$ cat src/rtl/serial_subtractor.sv
// Bit-serial unsigned subtractor: Diff = A - B - Bin, one bit per clock, LSB first.
// A single full-subtractor cell is reused WIDTH times; start/busy/done handshake.
module serial_subtractor #(
    parameter int WIDTH = 8
) (
    input  logic             clk,
    input  logic             rst,
    input  logic             start,
    input  logic [WIDTH-1:0] A,
    input  logic [WIDTH-1:0] B,
    input  logic             Bin,
    output logic             busy,
    output logic             done,
    output logic [WIDTH-1:0] Diff,
    output logic             Bout
);

    localparam int CW = $clog2(WIDTH);
    localparam logic [CW-1:0] LAST = CW'(WIDTH - 1);

    typedef enum logic [1:0] {IDLE, SHIFT, DONE} state_t;

    state_t           state_reg, state_next;
    logic [WIDTH-1:0] a_sh_reg, b_sh_reg, r_sh_reg;
    logic             borrow_reg;
    logic [CW-1:0]    cnt_reg;
    logic [WIDTH-1:0] diff_reg;
    logic             bout_reg;

    logic bit_d, bit_b;

    // Full-subtractor cell on the current LSBs
    assign bit_d = a_sh_reg[0] ^ b_sh_reg[0] ^ borrow_reg;
    assign bit_b = (~a_sh_reg[0] & b_sh_reg[0]) |
                   (borrow_reg & ~(a_sh_reg[0] ^ b_sh_reg[0]));

    always_comb begin
        state_next = state_reg;
        case (state_reg)
            IDLE:    if (start) state_next = SHIFT;
            SHIFT:   if (cnt_reg == LAST) state_next = DONE;
            DONE:    state_next = IDLE;
            default: state_next = IDLE;
        endcase
    end

    always_ff @(posedge clk) begin
        if (rst) begin
            state_reg  <= IDLE;
            a_sh_reg   <= '0;
            b_sh_reg   <= '0;
            r_sh_reg   <= '0;
            borrow_reg <= 1'b0;
            cnt_reg    <= '0;
            diff_reg   <= '0;
            bout_reg   <= 1'b0;
        end else begin
            state_reg <= state_next;
            case (state_reg)
                IDLE: begin
                    if (start) begin
                        a_sh_reg   <= A;
                        b_sh_reg   <= B;
                        borrow_reg <= Bin;
                        cnt_reg    <= '0;
                    end
                end
                SHIFT: begin
                    a_sh_reg   <= a_sh_reg >> 1;
                    b_sh_reg   <= b_sh_reg >> 1;
                    borrow_reg <= bit_b;
                    r_sh_reg   <= {bit_d, r_sh_reg[WIDTH-1:1]};
                    if (cnt_reg == LAST) begin
                        // Counter parks at zero rather than running past the last bit
                        cnt_reg  <= '0;
                        diff_reg <= {bit_d, r_sh_reg[WIDTH-1:1]};
                        bout_reg <= bit_b;
                    end else begin
                        cnt_reg <= cnt_reg + 1'b1;
                    end
                end
                default: ;
            endcase
        end
    end

    assign busy = (state_reg == SHIFT);
    assign done = (state_reg == DONE);
    assign Diff = diff_reg;
    assign Bout = bout_reg;

endmodule

$ cat config.mk
export PLATFORM = sky130hd
export DESIGN_NAME = serial_subtractor
export DESIGN_NICKNAME = d
export VERILOG_FILES = /design/src/rtl/serial_subtractor.sv
export SDC_FILE = /design/constraint.sdc
export NUM_CORES = 1
export LEC_CHECK = 0
export BUFFER_PORTS_ARGS = -buffer_cell sky130_fd_sc_hd__buf_4
export CORE_MARGIN = 1
export CORE_UTILIZATION = 55
export CTS_CLUSTER_DIAMETER = 120
export DETAILED_ROUTE_END_ITERATION = 6
export PLACE_DENSITY = 0.89
export SLEW_MARGIN = 0
export SYNTH_ARGS = -nofsm -noshare
export SYNTH_HDL_FRONTEND = slang
export SYNTH_SLANG_ARGS = --single-unit
$ cat constraint.sdc
create_clock -name clk -period 2.99 [get_ports clk]
set_clock_uncertainty 0.15 [all_clocks]
set_input_delay 0.598 -clock clk [delete_from_list [all_inputs] [get_ports clk]]
set_output_delay 0.598 -clock clk [all_outputs]
set_load 0.03 [all_outputs]
==> results of run 1 <==
==> power breakdown <==
group	total, mW	internal [mW]	switching (mW)
clock	0.281	0.114	0.167
combinational	0.110	0.0527	0.0577
sequential	0.547	0.530	0.0175
total	0.939	0.697	0.242
==> area by class of cell <==
| type | count | share of cell area |
|---|---|---|
| repair buffers | 31 | 0.1274 |
| multi-input cells | 116 | 0.3918 |
| inverters | 5 | 0.01027 |
| clock buffers | 7 | 0.03014 |
| clock inverters | 1 | 0.002740 |
| flip-flops and latches | 38 | 0.4164 |
| well taps | 31 | 0.02123 |
==> cells in the final DEF, fill, tap and decap left out, drive strengths merged <==
master | netlist | final
a211oi | 16 | 16
a21oi | 15 | 15
a22oi | 5 | 5
and3b | 1 | 1
buf | 10 | 31
clkbuf | 3 | 7
clkinv | 0 | 1
dfxtp | 38 | 38
fa | 1 | 1
ha | 2 | 2
inv | 5 | 5
mux2i | 16 | 16
nand2 | 30 | 30
nand2b | 1 | 1
nand3b | 1 | 1
nor2 | 23 | 23
nor2b | 1 | 1
nor3 | 1 | 1
nor3b | 1 | 1
o21ba | 1 | 1
o21bai | 1 | 1
==> kinds of logic (layout without fill, tap and decap cells) <==
logic type | after synthesis | count (layout) | share of synthesized area
DFF | 38 | 38 | 0.4829
and+or+nand+nor | 59 | 59 | 0.1549
buffers and inverters | 18 | 44 | 0.06275
muxes | 16 | 16 | 0.1017
AOI/OAI and AO/OA | 38 | 38 | 0.1692
adders and majority gates | 3 | 3 | 0.02859
==> path summary, 6_finish.rpt <==
path | slack [ns] | end | from | cells after the start
setup / recovery | 0.45 | busy | state_reg[0] | 3
hold / removal | 0.31 | Diff[3] | Diff[3] | 2
setup reg to reg | 0.84 | b_sh_reg[0] | state_reg[0] | 3
hold reg to reg | 0.31 | Diff[3] | Diff[3] | 2
==> stage by stage <==
stage                     instance area [sq um]  utilization  power (mW)  instances
after global routing                       1827       0.6682      0.9749        229
after global placement                     1767       0.6462      0.6597        221
after detailed placement                   1767       0.6462      0.6682        221
after floorplan                            1575            -      0.6366        172
final                                      1827       0.6682      0.9387        229
after CTS                                  1827       0.6682      0.9408        229
==> per-layer routing <==
| layer | share of wire | up-vias | GRT usage |
|---|---|---|---|
| met5 | 0 | - | 0 |
| met2 | 0.50 | 30 | 0.3769 |
| met4 | 0.026 | 0 | 0.1107 |
| met1 | 0.43 | 596 | 0.2383 |
| met3 | 0.044 | 7 | 0.07260 |
| li1 | - | 636 | - |
==> worst register-to-register path: stages (launching register included) <==
cell and delay [ns]:
dfxtp_1 0.69, o21ba_1 0.87, nor2_1 0.11, a211oi_1 0.25
==> out/results.tsv, run 1 <==
stage	metric	value	unit
cts	setup bufs post-CTS	0	
setup_path	CP bufs+invs	2	
synthesis	predominant post-synthesis flop cell	dfxtp_1	
sta	Worst Tran Pin Value	0.9661	ns
synthesis	Yosys reg bits	38	
place	PortBufs	30	
synthesis	Synth warnings	0	
setup_path	critical path's slowest cell	dfxtp_1	
synthesis	proportion of synthesized chip area in sequential cells	0.4829	
grt	total track usage	0.2187	
setup_path	WP data required	2.24	ns
sta	RSZ-0062 raised after global routing	no	
synthesis	synth cell count leaders	38 x dfxtp_1, 30 x nand2_1, 23 x nor2_1	
floorplanning	Die Area	3082	sq um
grt	vias in the first global route	1237	
grt	largest net degree at the start of global routing	39	
sta	Tcrit/Tclk final	0.8512	
pwr	static leakage	0.7556	nW
hold_path	min-delay worst type	register to register	
cts	Worst-Skew Late Latency	0.35	ns
place	worst slack, placed	0.8612	ns
synthesis	Synth Instances	172	
floorplanning	I/O pins	31	
synthesis	Post-synth EDFFs	0	
grt	initial antenna violation count	0	
setup_path	largest stage delay on the critical path	0.69	ns
sta	Final WS setup	0.4450	ns
cts	Sink Count	38	
routing	wire length per cell	13.19	um
synthesis	Mapped Area	1575	sq um
sta	minimum clock period after layout	2.545	ns
cts	CTS tree	yes	
routing	DR DRC count	0	
setup_path	CP arrival	1.80	ns
setup_path	CP delay by family, top	flip-flops	
synthesis	cell taking the most area after synthesis	dfxtp_1	
cells_and_area	area growth from synthesis to layout	15.96	%
synthesis	Yosys top cell area share	0.4829	
synthesis	syn nets	195	
floorplanning	die height	55.52	um
grt	first-pass GRT wire length	5.175	mm
floorplanning	initial core utilization	0.5762	
sta	Setup TNS	0	ns
sta	# setup viols final	0	
routing	DR iter-0 viols	28	
cells_and_area	Multi-input gate area	715.7	sq um
setup_path	largest fanout on the critical path	12	
cells_and_area	share of layout cells above drive strength 1	0.2121	
sta	fin. max-slew vios	0	
cts	clk root buf	clkbuf_4	
place	routability cong.	0.7950	
routing	post-DR vias/cell	5.541	
synthesis	asr flop ratio synth	0	
synthesis	count leader, synth	dfxtp_1	
routing	Vias	1269	
sta	Hold WS	0.3106	ns
synthesis	Avg Cell Area, Syn	9.158	sq um
pwr	Max rail drop VDD	0.0004664	V
floorplanning	Cell Rows	19	
cts	worst-case clock buffer depth	2	
cells_and_area	nets	220	
place	HPWL after detailed placement	2.097	mm
setup_path	Critical Path Source Type	register	
setup_path	Setup crit end kind	output port	
synthesis	Synth cell types	24	
sta	Fin. Hold Viols	0	
routing	Routed WL	3.020	mm
routing	first drt pass iteration count	4	
cts	H-Tree Depth	2	
setup_path	critical path cell sequence	nand2b_1, inv_2, buf_4	
cells_and_area	n_diodes	0	
cells_and_area	Filler Cell Count	225	
cts	cts bufs inserted	5	
outcome	status	completed	
setup_path	critical setup path kind	register to output port	
cts	post_cts resized	0	
cells_and_area	register cell area after layout	760.7	sq um
cts	hold buffer count at cts	0	
pwr	Power Dens Cells	513.9	nW/um^2
floorplanning	CORE AREA	2734	sq um
sta	Max Fclk	0.3929	GHz
floorplanning	Die W	55.52	um
grt	Congestion Overflow GR	0	
job	Max Cap Viol	0	
routing	antenna viol nets, final	0	
sta	Worst slew margin	0.3560	
synthesis	top cells by area, synth	dfxtp_1 48%, mux2i_1 10%, a211oi_1 7.6%	
cts	clock-pin transition on the worst setup and hold timing paths	0.11	ns
No activity file was read; power rests on OpenSTA's default activity.
==> run 2: changes to the inputs <==
--- a/config.mk
+++ b/config.mk
@@ -7,10 +7,10 @@
 export LEC_CHECK = 0
 export BUFFER_PORTS_ARGS = -buffer_cell sky130_fd_sc_hd__buf_4
 export CORE_MARGIN = 1
-export CORE_UTILIZATION = 55
+export CORE_UTILIZATION = 57
 export CTS_CLUSTER_DIAMETER = 120
 export DETAILED_ROUTE_END_ITERATION = 6
-export PLACE_DENSITY = 0.89
+export PLACE_DENSITY = 0.91
 export SLEW_MARGIN = 0
 export SYNTH_ARGS = -nofsm -noshare
 export SYNTH_HDL_FRONTEND = slang
==> run 2 against run 1 <==
  * Final area about the same
  * Routed wire length fell by 7.7%
  * Hold slack better by 0.0043 ns
  * Register-to-register slack about the same
  * Critical path depth unchanged
  * First-iteration DRC count rose by 11%
  * Sequential share of layout area about the same
  * Total power fell by 1.8%
  * Global-route usage is 0.68 points lower
  * Critical path type unchanged
  * Critical endpoint unchanged
==> out/results.tsv, run 2 (same netlist as run 1, synthesis figures left out) <==
stage	metric	value	unit	change
routing	antenna viol nets, final	0		unchanged
setup_path	critical path's slowest cell	dfxtp_1		
routing	DR DRC count	0		unchanged
routing	wire length per cell	12.23	um	-7.3%
cts	Sink Count	38		unchanged
place	HPWL after detailed placement	2.009	mm	-4.2%
place	worst slack, placed	0.8846	ns	+0.02341 ns
setup_path	WP data required	2.24	ns	about the same
pwr	switch share	0.2453		-0.01257
floorplanning	initial core utilization	0.6190		+0.04278
pwr	static leakage	0.7556	nW	unchanged
hold_path	hold path cells	2		unchanged
sta	Max Fclk	0.4497	GHz	+14%
pwr	clock network power share	0.290		-0.009
pwr	total power	921.9	uW	-1.8%
cts	clk root buf	clkbuf_4		
cts	clock-pin transition on the worst setup and hold timing paths	0.10	ns	about the same
grt	largest net degree at the start of global routing	39		unchanged
pwr	Combinational Power Share	0.120		+0.002
routing	first drt pass iteration count	4		unchanged
routing	post-DR vias/cell	5.447		-1.7%
sta	# setup viols final	0		unchanged
pwr	NetSw	226.1	uW	-6.6%
hold_path	min-delay worst type	register to register		
cells_and_area	most frequent cells in the layout	38 x dfxtp_1, 31 x buf_4, 30 x nand2_1		
outcome	status	completed		
setup_path	largest stage delay on the critical path	0.45	ns	-0.24 ns
setup_path	critical setup path kind	register to output port		
pwr	Int Power	695.8	uW	-0.13%
grt	Congestion Overflow GR	0		unchanged
cts	Worst-Skew Late Latency	0.33	ns	-0.02 ns
grt	first-pass GRT wire length	4.388	mm	-15%
pwr	Max rail drop VDD	0.0005266	V	+13%
sta	minimum clock period after layout	2.224	ns	-0.3211 ns
pwr	Power Dens Cells	505.0	nW/um^2	-1.7%
sta	Worst Tran Pin Value	0.9608	ns	-0.005318 ns
grt	total track usage	0.2120		-0.006772
floorplanning	die height	54.57	um	-1.7%
sta	fin. max-slew vios	0		unchanged
grt	initial antenna violation count	0		unchanged
floorplanning	Die W	54.57	um	-1.7%
sta	Tcrit/Tclk final	0.7437		-0.1074
routing	Vias	1242		-2.1%
cells_and_area	nets	220		unchanged
setup_path	Critical Path Source Type	register		
floorplanning	Cell Rows	18		-1
sta	Worst slew margin	0.3595		+0.003545
cts	H-Tree Depth	2		unchanged
place	routability cong.	0.7709		-3.0%
grt	vias in the first global route	1027		-17%
routing	Routed WL	2.788	mm	-7.7%
setup_path	critical path cell sequence	nand2b_1, inv_2, buf_4		
pwr	Reg power frac	0.590		+0.007
setup_path	CP arrival	1.48	ns	-0.32 ns
floorplanning	I/O pins	31		unchanged
sta	Final WS setup	0.7662	ns	+0.3211 ns
setup_path	r2r worst-path depth	4		+1
floorplanning	Die Area	2978	sq um	-3.4%
cells_and_area	area growth from synthesis to layout	15.89	%	about the same
place	PortBufs	30		unchanged
sta	Setup TNS	0	ns	unchanged
setup_path	Setup crit end kind	output port		
cells_and_area	final core occ	0.7173		+0.04911
routing	DR iter-0 viols	31		+11%
sta	RSZ-0062 raised after global routing	no		
sta	Hold WS	0.3149	ns	+0.004306 ns
setup_path	largest fanout on the critical path	11		-1
cts	CTS tree	yes		
cells_and_area	n_diodes	0		unchanged
cts	post_cts resized	0		unchanged
cts	cts bufs inserted	5		unchanged
cts	hold buffer count at cts	0		unchanged
job	Max Cap Viol	0		unchanged
cells_and_area	commonest non-fill, non-tap cell in the layout	dfxtp_1		
floorplanning	CORE AREA	2545	sq um	-6.9%
cts	setup bufs post-CTS	0		unchanged
sta	Fin. Hold Viols	0		unchanged
cts	worst-case clock buffer depth	2		unchanged
cells_and_area	share of layout cells above drive strength 1	0.2121		unchanged
run 2: final cells by class:
type	count	area (sq um)
clock buffer	7	55.05
clock inverter	1	5.005
fill	202	719.4
inverter	5	18.77
multi-input combinational	116	715.7
sequential	38	760.7
tap	30	37.54
timing repair buffer	31	232.7
run 2: stage by stage:
stage / instance area (sq um) / instances
floorplan: 1575 / 172
global placement: 1765 / 220
detailed placement: 1765 / 220
CTS: 1826 / 228
global route: 1826 / 228
finish: 1826 / 228
run 2: path summary, 6_finish.rpt:
check                             startpoint     endpoint  slack, ns
worst max register to register  state_reg[0]  a_sh_reg[6]       0.85
worst min register to register       Diff[2]      Diff[2]       0.31
worst max-delay path            state_reg[1]         busy       0.77
worst min-delay path                 Diff[2]      Diff[2]       0.31
run 2: critical path: cells and delay by family, from the launching register on:
family	cells	cell delay [ns]
and+or+nand+nor	1	0.32
buffers and inverters	2	0.37
DFF	1	0.45
run 2: metal layers:
| metal | global-route usage | vias to the layer above | part of all wire | wire [um] |
|---|---|---|---|---|
| li1 | - | 642 | - | - |
| met1 | 0.2551 | 560 | 0.45 | 1259 |
| met2 | 0.3455 | 36 | 0.49 | 1370 |
| met3 | 0.08333 | 4 | 0.049 | 136 |
| met4 | 0.06410 | 0 | 0.0075 | 21 |
| met5 | 0 | - | 0 | 0 |
run 2: power groups by stage:
stage          Clock (mW)  Sequential (mW)  Combinational (mW)
2_1_floorplan           0            0.551              0.0858
3_3_place_gp            0            0.553               0.105
3_5_place_dp            0            0.555               0.111
4_1_cts             0.275            0.544               0.111
5_1_grt             0.299            0.547               0.122
6_report            0.267            0.544               0.111
